--- config.mk ---
export PLATFORM = sky130hd
export DESIGN_NAME = rf_write_arbiter
export DESIGN_NICKNAME = d
export VERILOG_FILES = /design/src/rtl/rf_ctrl_pkg.sv /design/src/rtl/rr_arbiter2.sv /design/src/rtl/rf_write_arbiter.sv
export SDC_FILE = /design/constraint.sdc
export NUM_CORES = 1
export LEC_CHECK = 0
export CAP_MARGIN = 20
export CORE_MARGIN = 4
export CORE_UTILIZATION = 40
export DETAILED_ROUTE_END_ITERATION = 10
export PLACE_DENSITY_LB_ADDON = 0.08
export SYNTH_ARGS = -nofsm -noshare
export SYNTH_HDL_FRONTEND = slang
export SYNTH_SLANG_ARGS = --single-unit
--- constraint.sdc ---
create_clock -name clk -period 1.84 [get_ports clk]
set_input_delay 0.552 -clock clk [delete_from_list [all_inputs] [get_ports clk]]
set_output_delay 0.552 -clock clk [all_outputs]
set_load 0.005 [all_outputs]
--- src/rtl/rf_ctrl_pkg.sv ---
// Shared definitions for the register-file write control slice.
// Provides the controller state encoding, the requester grant IDs and the
// architectural register constants used by the write arbiter.
package rf_ctrl_pkg;

  typedef enum logic {StInit, StRun} state_e;

  typedef enum logic {GrantEx, GrantLd} grant_e;

  localparam int unsigned NUM_ARCH_REGS = 32;
  localparam logic [4:0]  X0_ADDR       = 5'd0;
  localparam logic [4:0]  LAST_REG_ADDR = 5'(NUM_ARCH_REGS - 1);

endpackage

--- src/rtl/rr_arbiter2.sv ---
// Two-requester arbiter for the register-file write port.
// Ports:
//   clk, reset          clock and synchronous active-low reset
//   en                  arbitration enable (only grants while high)
//   ex_valid, ld_valid  requests from execute and load writeback
//   ex_ready, ld_ready  combinational one-hot grants
// PRIO_MODE = 0 alternates between requesters on conflict; 1 makes ld win.
module rr_arbiter2
  import rf_ctrl_pkg::*;
#(
  parameter int unsigned PRIO_MODE = 0
) (
  input  logic clk,
  input  logic reset,
  input  logic en,
  input  logic ex_valid,
  input  logic ld_valid,
  output logic ex_ready,
  output logic ld_ready
);

  grant_e last_grant_q, last_grant_d;

  always_comb begin
    ex_ready     = 1'b0;
    ld_ready     = 1'b0;
    last_grant_d = last_grant_q;
    if (en) begin
      if (ex_valid && ld_valid) begin
        // On conflict the requester that did not win last time goes next.
        if ((PRIO_MODE != 0) || (last_grant_q == GrantEx)) begin
          ld_ready = 1'b1;
        end else begin
          ex_ready = 1'b1;
        end
      end else if (ex_valid) begin
        ex_ready = 1'b1;
      end else if (ld_valid) begin
        ld_ready = 1'b1;
      end
    end
    // A grant always implies a transfer since ready is only raised with valid.
    if (ex_ready) begin
      last_grant_d = GrantEx;
    end else if (ld_ready) begin
      last_grant_d = GrantLd;
    end
  end

  always_ff @(posedge clk) begin
    if (!reset) begin
      last_grant_q <= GrantEx;
    end else begin
      last_grant_q <= last_grant_d;
    end
  end

endmodule

--- src/rtl/rf_write_arbiter.sv ---
// Owner of the register-file write port.
// After reset it clears x1..x31 through the port, then shares the port
// between execute (ex) and load (ld) writeback using valid/ready.
// Ports:
//   clk, reset                    clock and synchronous active-low reset
//   ex_valid/addr/data, ex_ready  execute writeback request and grant
//   ld_valid/addr/data, ld_ready  load writeback request and grant
//   rf_we, rf_waddr, rf_wdata     registered register-file write port
//   init_done                     clear sequence finished
//   conflict_cnt                  saturating count of RUN cycles with both valid
module rf_write_arbiter
  import rf_ctrl_pkg::*;
#(
  parameter int unsigned N         = 32,
  parameter int unsigned PRIO_MODE = 0,
  parameter int unsigned CNT_W     = 16
) (
  input  logic             clk,
  input  logic             reset,
  input  logic             ex_valid,
  input  logic [4:0]       ex_addr,
  input  logic [N-1:0]     ex_data,
  output logic             ex_ready,
  input  logic             ld_valid,
  input  logic [4:0]       ld_addr,
  input  logic [N-1:0]     ld_data,
  output logic             ld_ready,
  output logic             rf_we,
  output logic [4:0]       rf_waddr,
  output logic [N-1:0]     rf_wdata,
  output logic             init_done,
  output logic [CNT_W-1:0] conflict_cnt
);

  localparam logic [CNT_W-1:0] CntMax = '1;

  state_e     state_q;
  logic [4:0] init_ptr_q;
  logic       arb_en;
  logic       ex_xfer;
  logic       ld_xfer;

  assign arb_en  = (state_q == StRun);
  assign ex_xfer = ex_valid & ex_ready;
  assign ld_xfer = ld_valid & ld_ready;

  rr_arbiter2 #(
    .PRIO_MODE (PRIO_MODE)
  ) u_arb (
    .clk      (clk),
    .reset    (reset),
    .en       (arb_en),
    .ex_valid (ex_valid),
    .ld_valid (ld_valid),
    .ex_ready (ex_ready),
    .ld_ready (ld_ready)
  );

  always_ff @(posedge clk) begin
    if (!reset) begin
      state_q      <= StInit;
      init_ptr_q   <= 5'd1;
      rf_we        <= 1'b0;
      rf_waddr     <= '0;
      rf_wdata     <= '0;
      init_done    <= 1'b0;
      conflict_cnt <= '0;
    end else if (state_q == StInit) begin
      rf_we    <= 1'b1;
      rf_waddr <= init_ptr_q;
      rf_wdata <= '0;
      if (init_ptr_q == LAST_REG_ADDR) begin
        state_q   <= StRun;
        init_done <= 1'b1;
      end else begin
        init_ptr_q <= init_ptr_q + 5'd1;
      end
    end else begin
      if (ex_xfer) begin
        rf_we    <= (ex_addr != X0_ADDR);
        rf_waddr <= ex_addr;
        rf_wdata <= ex_data;
      end else if (ld_xfer) begin
        rf_we    <= (ld_addr != X0_ADDR);
        rf_waddr <= ld_addr;
        rf_wdata <= ld_data;
      end else begin
        // Address and data hold; only the enable drops.
        rf_we <= 1'b0;
      end
      if (ex_valid && ld_valid && (conflict_cnt != CntMax)) begin
        conflict_cnt <= conflict_cnt + CNT_W'(1);
      end
    end
  end

endmodule

; Yosys cells after proc, flatten, opt, wreduce, memory -nomap -nowiden
; Index checks and enable logic that the tools add are counted.
[classes]
eq_ne = 3
muxes = 19
n_reduce_logical = 10
add_sub_neg = 2
n_bitwise = 5
[op_table]
columns = op, count
row1 = $mux W32, 2
row2 = $add A16 B1 Y16 const B, 1
row3 = $ne A16 B16 Y1 const B, 1
row4 = $mux W5, 3
row5 = $mux W1, 14
row6 = $reduce_bool A5 Y1, 2
row7 = $reduce_and A2 Y1, 4
row8 = $add A5 B1 Y5 const B, 1
row9 = $eq A5 B5 Y1 const B, 1
row10 = $ne A3 B1 Y1 const B, 1
row11 = $not A1 Y1, 3
row12 = $and A1 B1 Y1, 2
row13 = $logic_and A1 B1 Y1, 2
row14 = $reduce_bool A2 Y1, 1
row15 = $reduce_or A2 Y1, 1
[word_totals]
out_inout_bits = 57
in_bits = 78
regBits = 62
word_cells = 47

; Depth between registers and ports, before layout
; Gate-level depths: netlist (run 1).
[depth]
word_depth = 8
mapped_depth = 7
depth_no_buf = 7

; Hierarchy
; From an unflattened synthesis (run 1), not the netlist that was laid out.
[hier_totals]
cells_unflattened = 359
area_unflattened_um2 = 2947.8
[modules_own_cells]
columns = mod, seq_area_each_um2, cells_per_inst, area_per_inst_um2, n_inst
row1 = rf_write_arbiter, 1221.2, 350, 2889.0, 1
row2 = rr_arbiter2, 20.0, 9, 58.8, 1

; Worst setup path after synthesis (run 1)
; No wires, ideal clock.
[synth_path]
path_kind = in2out
start = input ld_valid
end = output ex_ready
path_slack_ps = 153
path_stages = 4
required_time_ps = 1288
arrival_time_ps = 1135
n_path_buf = 2
cell_sequence = nor2b_1 -> buf_2 -> nor2_8 -> buf_6
[synth_via]
elab_chain_len = 3
[synth_lines]
columns = item, line_no
row1 = from (decl), rf_write_arbiter.sv:24  ; input logic ld_valid,
row2 = $logic_and A1 B1 Y1, rr_arbiter2.sv:29  ; if (ex_valid && ld_valid) begin
row3 = $mux W1, rr_arbiter2.sv:29
row4 = $mux W1, rr_arbiter2.sv:28  ; if (en) begin
row5 = to (decl), rf_write_arbiter.sv:23  ; output logic ex_ready,
; Every way passes these cells.

; Worst setup path after layout (run 1)
[layout_path]
start = input ex_valid
end = output ld_ready
[layout_via]
elab_chain_len = 3
[layout_lines]
columns = item, line_no
row1 = from (decl), rf_write_arbiter.sv:20  ; input logic ex_valid,
row2 = $mux W1 / $logic_and A1 B1 Y1 (equally long branches), "rr_arbiter2.sv:36, rr_arbiter2.sv:29"
row3 = $mux W1 (*), rr_arbiter2.sv:29
row4 = $mux W1 (*), rr_arbiter2.sv:28
row5 = to (decl), rf_write_arbiter.sv:27  ; output logic ld_ready,
; Every way passes the cells marked *; elsewhere a longest branch is shown, timed or not.

==> results.md, run 1 <==
* Crit path kind: in2out
* Clock Latency Late Sink at 0.33 ns
* # diodes at 0
* Antenna viol nets, final at 0
* Die height at 95.0 um
* Slowest stage cell on the critical path: dlygate4sd2_1
* Fin crit share at 96.9%
* Gate Count Post-Synth at 335
* Routed length per instance at 14.5 um
* Number of max-cap violations at 0
* Largest net degree at the start of global routing at 33
* Fin. Hold Viols at 0
* Crit path capture type: output port
* Area of the multi-input gates at 0.00166 mm2
* First-pass GRT wire length at 13900 um
* FP Rows at 31
* Max_slew headroom at 76.9%
* Tightest Hold Check Type: reg2reg
* Port bufs at 134
* DR pass1 iterations at 4
* H-Tree Depth at 3
* Fmax at 0.561 GHz
* Top Ports at 135
* CTS tree: built
* Worst EP arrival at 1.23 ns
* Syn Nets at 416
* Final Power at 2.63 mW
* Worst path max stage delay at 0.25 ns
* Syn avg cell area at 9.04 um2
* Critical Path Source Type: input pin
* Post-layout min period at 1.78 ns
* GRT Overall Usage at 19.4%
* Die ar. at 0.00903 mm2
* RSZ-0062 raised after global routing: false
* Overflow left after global routing at 0
* Core ar. at 0.00729 mm2
* Vias in the first global route at 2951
* Max VDD drop at 298 uV
* Hpwl dp at 6570 um
* Leakage Power at 1.67 nW
* Status: complete, no violations
* Placer Congestion at 0.826
* Worst Clk Skew at 0.00952 ns
* DR vias/cell at 5.14
* Vias at 3045
* Most frequent cells in the layout: clkdlybuf4s50_1, dfxtp_1, nor2_1
* Clk slew on worst S/H paths at 0.07 ns
* Commonest non-fill, non-tap cell in the layout: clkdlybuf4s50_1
* Fin. max-slew vios at 0
* Power Dens Cells at 541 mW/mm2
* DRC at 0
* Post-layout util at 66.7%
* First DRT Iteration DRCs at 75
* Library cells used by synthesis at 44
* CP required at 1.29 ns
* Starting Density at 41.5%
* Worst slew pin tran at 0.344 ns
* Register bit total from synthesis at 62
* Mapped cell area at 0.00303 mm2
* Clock root buffer: clkbuf_8
* Register area at 0.00127 mm2
* Initial antenna violation count at 0
* Area Overhead vs Synth at 60.6%
* Layout cells sized above 1 at 15.4%
* Buf+Inv Stages, Crit Path at 3
* Final Setup Violations at 0
* CTS buffer count at 9
* Die X-Extent at 95.0 um
* Detailed Route WL at 8580 um
* Critical-path cell list: dlygate4sd2_1 -> buf_4 -> a21oi_2 -> buf_2
* Clock buffer depth at 2
* CP delay by family, top: buffers and inverters
* Clock sink count at 62
* Max FO, Critical Path at 5
* Share of the yosys chip area belonging to registers at 41.0%
* Final net count at 571
* R2R setup slack at 0.11 ns
* Fillers at 645
* Yosys synthesis warning count at 0
worst min-delay path: cells and delay by family, from the launching register on:
family,cells,cell delay (ns)
mux,1,0.05
simple gates,1,0.05
flops,1,0.34
final timing paths:
check	startpoint	endpoint	cells after the start
setup reg to reg	init_ptr_q[0]$_SDFFE_PN1P_	init_ptr_q[3]$_SDFFE_PN0P_	7
hold reg to reg	conflict_cnt[8]$_SDFFE_PN0P_	conflict_cnt[8]$_SDFFE_PN0P_	2
setup / recovery	ex_valid	ld_ready	4
hold / removal	conflict_cnt[8]$_SDFFE_PN0P_	conflict_cnt[8]$_SDFFE_PN0P_	2
synth_stat cells (all sizes together):
| master | instances | area (um2) |
|---|---|---|
| a211oi | 34 | 255 |
| a21oi | 18 | 90.1 |
| a31oi | 2 | 12.5 |
| and2 | 3 | 18.8 |
| and3 | 3 | 18.8 |
| and4 | 3 | 26.3 |
| buf | 13 | 103 |
| clkbuf | 10 | 37.5 |
| clkinv | 1 | 3.75 |
| dfxtp | 62 | 1240 |
| ha | 3 | 37.5 |
| inv | 3 | 11.3 |
| mux2i | 36 | 360 |
| nand2 | 26 | 97.6 |
| nand2b | 3 | 18.8 |
| nand3 | 10 | 55.1 |
| nand4 | 7 | 56.3 |
| nor2 | 43 | 180 |
| nor2b | 1 | 6.26 |
| nor3 | 3 | 20.0 |
| nor4 | 3 | 40.0 |
| o211ai | 2 | 20.0 |
| o21a | 5 | 37.5 |
| o21ai | 14 | 70.1 |
| o2bb2ai | 5 | 43.8 |
| o311ai | 1 | 8.76 |
| o31ai | 6 | 45.0 |
| o41ai | 1 | 8.76 |
| or2b | 1 | 7.51 |
| or3 | 3 | 18.8 |
| or4 | 7 | 52.6 |
| xnor2 | 1 | 8.76 |
| xor2 | 2 | 17.5 |
metal layers:
| layer | vias up | track usage, % | part of all wire [%] |
|---|---|---|---|
| li1 | 1547 | - | - |
| met1 | 1395 | 23.4 | 43 |
| met2 | 98 | 31.9 | 48 |
| met3 | 5 | 7.26 | 8.1 |
| met4 | 0 | 6.73 | 1.0 |
| met5 | - | 0 | 0 |
kinds of logic (layout without fill, tap and decap cells):
logic type                 count (synthesis)  count (layout)  synth area share (%)
DFF                                       62              62                  41.0
and+or+nand+nor                          116             116                  20.4
adders and majority gates                  3               3                  1.24
xor gates and xnor gates                   3               3                 0.868
muxes                                     36              36                  11.9
AOI/OAI and AO/OA                         88              88                  19.5
buffers and inverters                     27             185                  5.12
sequential cells by signal (all words and copies together) (netlist names):
signal and count:
rf_wdata 32, init_ptr_q 5, arb_en 1, conflict_cnt 16
rf_waddr 5, rf_we 1, init_done 1, u_arb.last_grant_q 1
report_power, final:
group	total [mW]	internal (mW)	switching (mW)
combinational	0.281	0.201	0.0800
clock	0.988	0.507	0.481
sequential	1.36	1.35	0.0145
repair_timing:
action,in CTS,in global routing
setup buffers,0,1
hold buffers,0,0
pin swaps,1,0
setup endpoints to repair,54,14
resized for setup,28,10
stage by stage:
| stage | instance area (um2) | hold WS (ns) | setup slack [ns] | std cells | TNS, ns |
|---|---|---|---|---|---|
| 2_1_floorplan | 3030 | 0.460 | 0.153 | 335 | 0 |
| 3_3_place_gp | 4660 | 0.460 | -0.618 | 577 | -20.26 |
| 3_5_place_dp | 4660 | 0.466 | -0.628 | 577 | -21.59 |
| 4_1_cts | 4840 | 0.494 | 0.000442 | 591 | 0 |
| 5_1_grt | 4860 | 0.514 | 0.00584 | 592 | 0 |
| 6_report | 4860 | 0.483 | 0.0562 | 592 | 0 |
final cells by class:
class,count,share of cell area [%]
Clock inverter,2,0.206
Clock buffer,12,2.98
Multi-Input combinational cell,246,34.0
Sequential cell,62,26.2
Tap cell,99,2.55
Timing Repair Buffer,167,33.7
Inverter,4,0.309
Power figures use the tool's default switching activity.
==> run 2: changes to the inputs <==
--- a/config.mk
+++ b/config.mk
@@ -9,7 +9,9 @@
 export CORE_MARGIN = 4
 export CORE_UTILIZATION = 40
 export DETAILED_ROUTE_END_ITERATION = 10
-export PLACE_DENSITY_LB_ADDON = 0.08
+export PLACE_DENSITY = 0.87
+export RECOVER_POWER = 50
+export SLEW_MARGIN = 40
 export SYNTH_ARGS = -nofsm -noshare
 export SYNTH_HDL_FRONTEND = slang
 export SYNTH_SLANG_ARGS = --single-unit
==> run 2 against run 1 <==
Net effect: fmax fell by 0.43%; total power rose by 5.0%; hold slack improved by 0.0091 ns; critical path depth fell by 3; combinational power barely moved; final cell count fell by 0.17%; cell area fell by 0.69%; clock skew fell by 0.0018 ns; sequential cell count did not move; global-route usage fell by 0.58 points; critical path type is now reg2out; first-iteration DRC count rose by 47%.
==> results.md, run 2 (synthesized netlist as in run 1, its figures left out) <==
* Met3 Routed Length at 575 um (-17%)
* Fin. Hold Viols at 0 (unchanged)
* Crit path kind: reg2out
* DR pass1 iterations at 4 (unchanged)
* Fmax at 0.558 GHz (-0.43%)
* Fillers at 606 (-6.0%)
* Finished Layout Cells at 591 (-0.17%)
* Worst Clk Skew at 0.00773 ns (-0.00179 ns)
* Hpwl dp at 6800 um (+3.5%)
* Top Ports at 135 (unchanged)
* Placer Congestion at 0.896 (+8.6%)
* Power Dens Cells at 572 mW/mm2 (+5.7%)
* Layout cells sized above 1 at 14.6% (-0.78 points)
* Worst slack, placed at -0.650 ns (-0.0223 ns)
* Critical Path Source Type: flip-flop
* Clk slew on worst S/H paths at 0.06 ns (about the same)
* DRC at 0 (unchanged)
* CTS tree: built
* Overflow left after global routing at 0 (unchanged)
* Vias at 3118 (+2.4%)
* Hold depth at 2 (unchanged)
* Tightest Hold Check Type: reg2reg
* FP Rows at 31 (unchanged)
* Clock buffer depth at 2 (unchanged)
* Area of the multi-input gates at 0.00166 mm2 (+0.38%)
* Area Overhead vs Synth at 59.5%
* Buf+Inv Stages, Crit Path at 1 (-2)
* CP Launch Point: conflict_cnt[7]$_SDFFE_PN0P_
* Clock sink count at 62 (unchanged)
* Most frequent cells in the layout: clkdlybuf4s50_1, dfxtp_1, nor2_1
* H-Tree Depth at 3 (unchanged)
* Initial antenna violation count at 0 (unchanged)
* Final setup margin at 0.0484 ns (-0.00773 ns)
* # diodes at 0 (unchanged)
* Top sig layer: met4
* Detailed Route WL at 8800 um (+2.6%)
* Largest register FFs at 32 (unchanged)
* Cells after DPL at 571 (-1.0%)
* Clock Latency Late Sink at 0.31 ns (-0.02 ns)
* Stages on worst setup path at 1 (-3)
* Status: complete, no violations
* Number of max-cap violations at 0 (unchanged)
* Register area at 0.00126 mm2 (-1.1%)
* Placed cell areas at 0.00459 mm2 (-1.5%)
* Max FO, Critical Path at 6 (+1)
* Met1 wire length at 3370 um (-8.0%)
* Post-layout min period at 1.79 ns (+0.00774 ns)
* Core ar. at 0.00729 mm2 (unchanged)
* Depth of the worst register-to-register path at 6 (-1)
* Antenna viol nets, final at 0 (unchanged)
* Worst path max stage delay at 0.53 ns (+0.28 ns)
* GRT Overall Usage at 18.9% (-0.58 points)
* DR WL met2 at 4760 um (+15%)
* Die X-Extent at 95.0 um (unchanged)
* First DRT Iteration DRCs at 110 (+47%)
* Critical-path cell list: clkdlybuf4s50_1
* Clock root buffer: clkbuf_8
* Crit path capture type: output port
* Slowest stage cell on the critical path: clkdlybuf4s50_1
* Final Setup Violations at 0 (unchanged)
* Worst EP arrival at 1.24 ns (about the same)
* Largest regs: rf_wdata (32), conflict_cnt (16)
* Commonest non-fill, non-tap cell in the layout: clkdlybuf4s50_1
* Routed length per instance at 14.9 um (+2.8%)
* CTS Hold Bufs at 0 (unchanged)
* R2R setup slack at 0.14 ns (+0.03 ns)
* Largest net degree at the start of global routing at 34 (+3.0%)
* Vias in the first global route at 3025 (+2.5%)
* Die height at 95.0 um (unchanged)
* Die ar. at 0.00903 mm2 (unchanged)
* Largest register by flop count: rf_wdata
* Max_slew headroom at 73.4% (-3.5 points)
* Fin crit share at 97.4% (+0.42 points)
* CTS buffer count at 9 (unchanged)
* Reg-to-Reg Start: conflict_cnt[1]$_SDFFE_PN0P_
* Port bufs at 134 (unchanged)
* First-pass GRT wire length at 13600 um (-1.9%)
* Worst slew pin tran at 0.399 ns (+0.0549 ns)
* Hold wc startpoint: conflict_cnt[8]$_SDFFE_PN0P_
* Final Power at 2.76 mW (+5.0%)
* Total negative setup slack at 0 ns (unchanged)
* Starting Density at 41.5% (unchanged)
* Leakage Power at 1.63 nW (-2.2%)
* Final net count at 568 (-0.53%)
* DR vias/cell at 5.28 (+2.6%)
* Fin. max-slew vios at 0 (unchanged)
* Max VDD drop at 359 uV (+20%)
* CP delay by family, top: buffers and inverters
* Final Cell Area at 0.00483 mm2 (-0.69%)
* CP required at 1.29 ns (about the same)
## run 2: layer usage
metal,vias up,global-route usage (%)
met5,-,0
met4,0,6.25
met3,10,4.74
met2,118,34.9
met1,1450,20.9
li1,1540,-
## run 2: per-stage QoR
step,util (%),hold slack (ns)
6_report,66.2,0.492
5_1_grt,66.2,0.519
4_1_cts,65.9,0.501
3_5_place_dp,63.0,0.487
3_3_place_gp,63.0,0.476
2_1_floorplan,-,0.460
## run 2: repair_timing
item,CTS,global route
pin swaps,1,1
buffers inserted,2,2
gates cloned,0,0
setup endpoints to repair,51,25
gates resized for setup,24,10
## run 2: cell type report
cell class	instances	area share, %
clock buffer	12	2.80
clock inverter	4	0.984
inverter	4	0.311
multi-input combinational	246	34.4
sequential	62	26.1
tap	99	2.56
timing repair buffer	164	32.8
## run 2: path summary, 6_finish.rpt
kind / end
setup reg to reg: conflict_cnt[8]$_SDFFE_PN0P_
hold / removal: conflict_cnt[8]$_SDFFE_PN0P_
setup / recovery: conflict_cnt[7]
hold reg to reg: conflict_cnt[8]$_SDFFE_PN0P_
## run 2: worst reg2reg max path: stages (launching register included)
cell	delay, ns
dfxtp_1	0.37
ha_2	0.24
nand4_4	0.20
nor4_4	0.34
buf_4	0.24
nor4_2	0.07
mux2i_1	0.12
## run 2: power by group
group          internal [mW]  switching (mW)  leakage (nW)
Combinational          0.200          0.0814          1.03
Clock                  0.623           0.488        0.0904
Sequential              1.36          0.0146         0.509
Total                   2.18           0.584          1.63
==> run 3: changes to the inputs <==
==> constraint.sdc (replaced) <==
create_clock -name clk -period 1.8 [get_ports clk]
set_input_delay 0.54 -clock clk [delete_from_list [all_inputs] [get_ports clk]]
set_output_delay 0.54 -clock clk [all_outputs]
set_load 0.005 [all_outputs]
==> run 3 against run 2 <==
Net effect: global-route usage increased by 1.8 points; critical endpoint is now rf_wdata[14]; cell area increased by 0.49%; highest routed layer unchanged; die area unchanged; count of clock-buffer cells in the layout unchanged; register-to-register slack got worse by 0.03 ns; wire length increased by 7.2%; final cell count increased by 0.17%; largest cell class unchanged; sequential power about the same; total power decreased by 2.2%; critical path depth unchanged; hold slack improved by 0.0056 ns.
==> results.md, run 3 (synthesized netlist as in run 1, its figures left out) <==
* Cells after DPL at 573 (+0.35%)
* Vias in the first global route at 3194 (+5.6%)
* Top Ports at 135 (unchanged)
* Worst slew pin tran at 0.399 ns (-0.000322 ns)
* Critical-path cell list: clkdlybuf4s50_1
* Die ar. at 0.00903 mm2 (unchanged)
* Final net count at 571 (+0.53%)
* Die height at 95.0 um (unchanged)
* CP delay by family, top: buffers and inverters
* Hpwl dp at 7140 um (+5.0%)
* Final Setup Violations at 0 (unchanged)
* Crit path kind: reg2out
* Reg-to-Reg Start: init_ptr_q[0]$_SDFFE_PN1P_
* Port bufs at 134 (unchanged)
* Finished Layout Cells at 592 (+0.17%)
* Vias at 3171 (+1.7%)
* Clock sink count at 62 (unchanged)
* Die X-Extent at 95.0 um (unchanged)
* Number of max-cap violations at 0 (unchanged)
* Buf+Inv Stages, Crit Path at 1 (unchanged)
* Worst path max stage delay at 0.54 ns (about the same)
* Largest net degree at the start of global routing at 35 (+2.9%)
* Power Dens Cells at 557 mW/mm2 (-2.7%)
* CP required at 1.26 ns (-0.03 ns)
* First-pass GRT wire length at 14600 um (+7.5%)
* Clock root buffer: clkbuf_8
* Most frequent cells in the layout: clkdlybuf4s50_1, dfxtp_1, nor2_1
* Overflow left after global routing at 0 (unchanged)
* Worst Clk Skew at 0.00974 ns (+0.00201 ns)
* Clock Latency Late Sink at 0.34 ns (+0.03 ns)
* Clk slew on worst S/H paths at 0.07 ns (about the same)
* DR pass1 iterations at 4 (unchanged)
* First DRT Iteration DRCs at 113 (+2.7%)
* Hold Crit Endpoint: rf_wdata[6]$_SDFFE_PN0P_
* Largest register FFs at 32 (unchanged)
* H-Tree Depth at 3 (unchanged)
* Max VDD drop at 317 uV (-12%)
* CTS tree: built
* Largest regs: rf_wdata (32), conflict_cnt (16)
* Commonest non-fill, non-tap cell in the layout: clkdlybuf4s50_1
* Hold depth at 2 (unchanged)
* FP Rows at 31 (unchanged)
* Status: complete, no violations
* Total negative setup slack at 0 ns (unchanged)
* DR vias/cell at 5.36 (+1.5%)
* Initial antenna violation count at 0 (unchanged)
* DRC at 0 (unchanged)
* R2R setup slack at 0.11 ns (-0.03 ns)
* Fin. max-slew vios at 0 (unchanged)
* Slowest stage cell on the critical path: clkdlybuf4s50_1
* Detailed Route WL at 9430 um (+7.2%)
* Worst EP arrival at 1.23 ns (about the same)
* Starting Density at 41.5% (unchanged)
* Depth of the worst register-to-register path at 7 (+1)
* Fin crit share at 98.4%
* Leakage Power at 1.69 nW (+3.9%)
* Max FO, Critical Path at 2 (-4)
* Max_slew headroom at 73.2% (-0.22 points)
* GRT Overall Usage at 20.7% (+1.8 points)
* Fin. Hold Viols at 0 (unchanged)
* # diodes at 0 (unchanged)
* Largest register by flop count: rf_wdata
* Core ar. at 0.00729 mm2 (unchanged)
* Critical Path Source Type: flip-flop
* Fmax at 0.565 GHz
* Tightest Hold Check Type: reg2reg
* Area Overhead vs Synth at 60.3%
* Layout cells sized above 1 at 14.6% (-0.030 points)
* Clock buffer depth at 2 (unchanged)
* Placer Congestion at 0.876 (-2.3%)
* Crit path capture type: output port
* Post-layout min period at 1.77 ns
* Antenna viol nets, final at 0 (unchanged)
* Crit Reg-Reg Endpoint: init_ptr_q[3]$_SDFFE_PN0P_
* Routed length per instance at 15.9 um (+7.0%)
* Hold wc startpoint: rf_wdata[6]$_SDFFE_PN0P_
* CTS buffer count at 9 (unchanged)
## run 3: cell count changes in the layout (fill, tap and decap cells not counted), moves of 2 or more
cell,change
dfxtp_2,-6
dlymetal6s2s_1,+3
dlygate4sd3_1,-5
clkdlybuf4s25_1,+4
dfxtp_4,+5
clkdlybuf4s50_1,-2
## run 3: stage by stage
step	hold WS, ns	total power [mW]	util (%)	cell area (um2)	setup slack [ns]
after floorplan	0.460	1.50	-	3030	0.137
after global placement	0.476	1.71	63.2	4610	-0.650
after detailed placement	0.490	1.72	63.2	4610	-0.655
after CTS	0.499	2.73	66.0	4810	0.000320
after global routing	0.517	2.80	66.6	4850	-0.00683
final	0.497	2.70	66.6	4850	0.0288
## run 3: repair_timing
action                     4_1_cts  5_1_grt
resized for setup               33       18
setup buffers                    2        3
hold buffers                     0        0
setup endpoints to repair       58       41
pin swaps                        2        0
## run 3: worst max path at each step
| stage | cells past startpoint | to | from | slack, ns |
|---|---|---|---|---|
| after detailed placement | 4 | ex_ready | ld_valid | -0.65 |
| after CTS | 1 | conflict_cnt[13] | conflict_cnt[13]$_SDFFE_PN0P_ | 0.0003 |
| after floorplan | 4 | ex_ready | ld_valid | 0.14 |
| after global placement | 4 | ex_ready | ld_valid | -0.65 |
| after global routing | 6 | conflict_cnt[8]$_SDFFE_PN0P_ | conflict_cnt[0]$_SDFFE_PN0P_ | -0.007 |
| final | 1 | rf_wdata[14] | rf_wdata[14]$_SDFFE_PN0P_ | 0.03 |
## run 3: report_power, final
part / total (mW) / switching (mW) / internal (mW)
Clock: 1.02 / 0.503 / 0.518
Sequential: 1.39 / 0.0138 / 1.38
Combinational: 0.288 / 0.0827 / 0.205
Total: 2.70 / 0.600 / 2.10
## run 3: final cells by class
| class | count | area, um2 |
|---|---|---|
| Tap cell | 99 | 124 |
| Sequential cell | 62 | 1270 |
| Timing Repair Buffer | 167 | 1620 |
| Inverter | 4 | 15.0 |
| Multi-Input combinational cell | 246 | 1670 |
| Fill cell | 627 | 2440 |
| Clock buffer | 12 | 145 |
| Clock inverter | 2 | 10.0 |
## run 3: routing by layer
metal  global-route usage, %  vias up  part of all wire, %
met5                       0        -                    0
met4                    7.57        0                  2.4
li1                        -     1543                    -
met2                    38.6      109                   54
met3                    5.45       23                  5.5
met1                    22.2     1496                   38
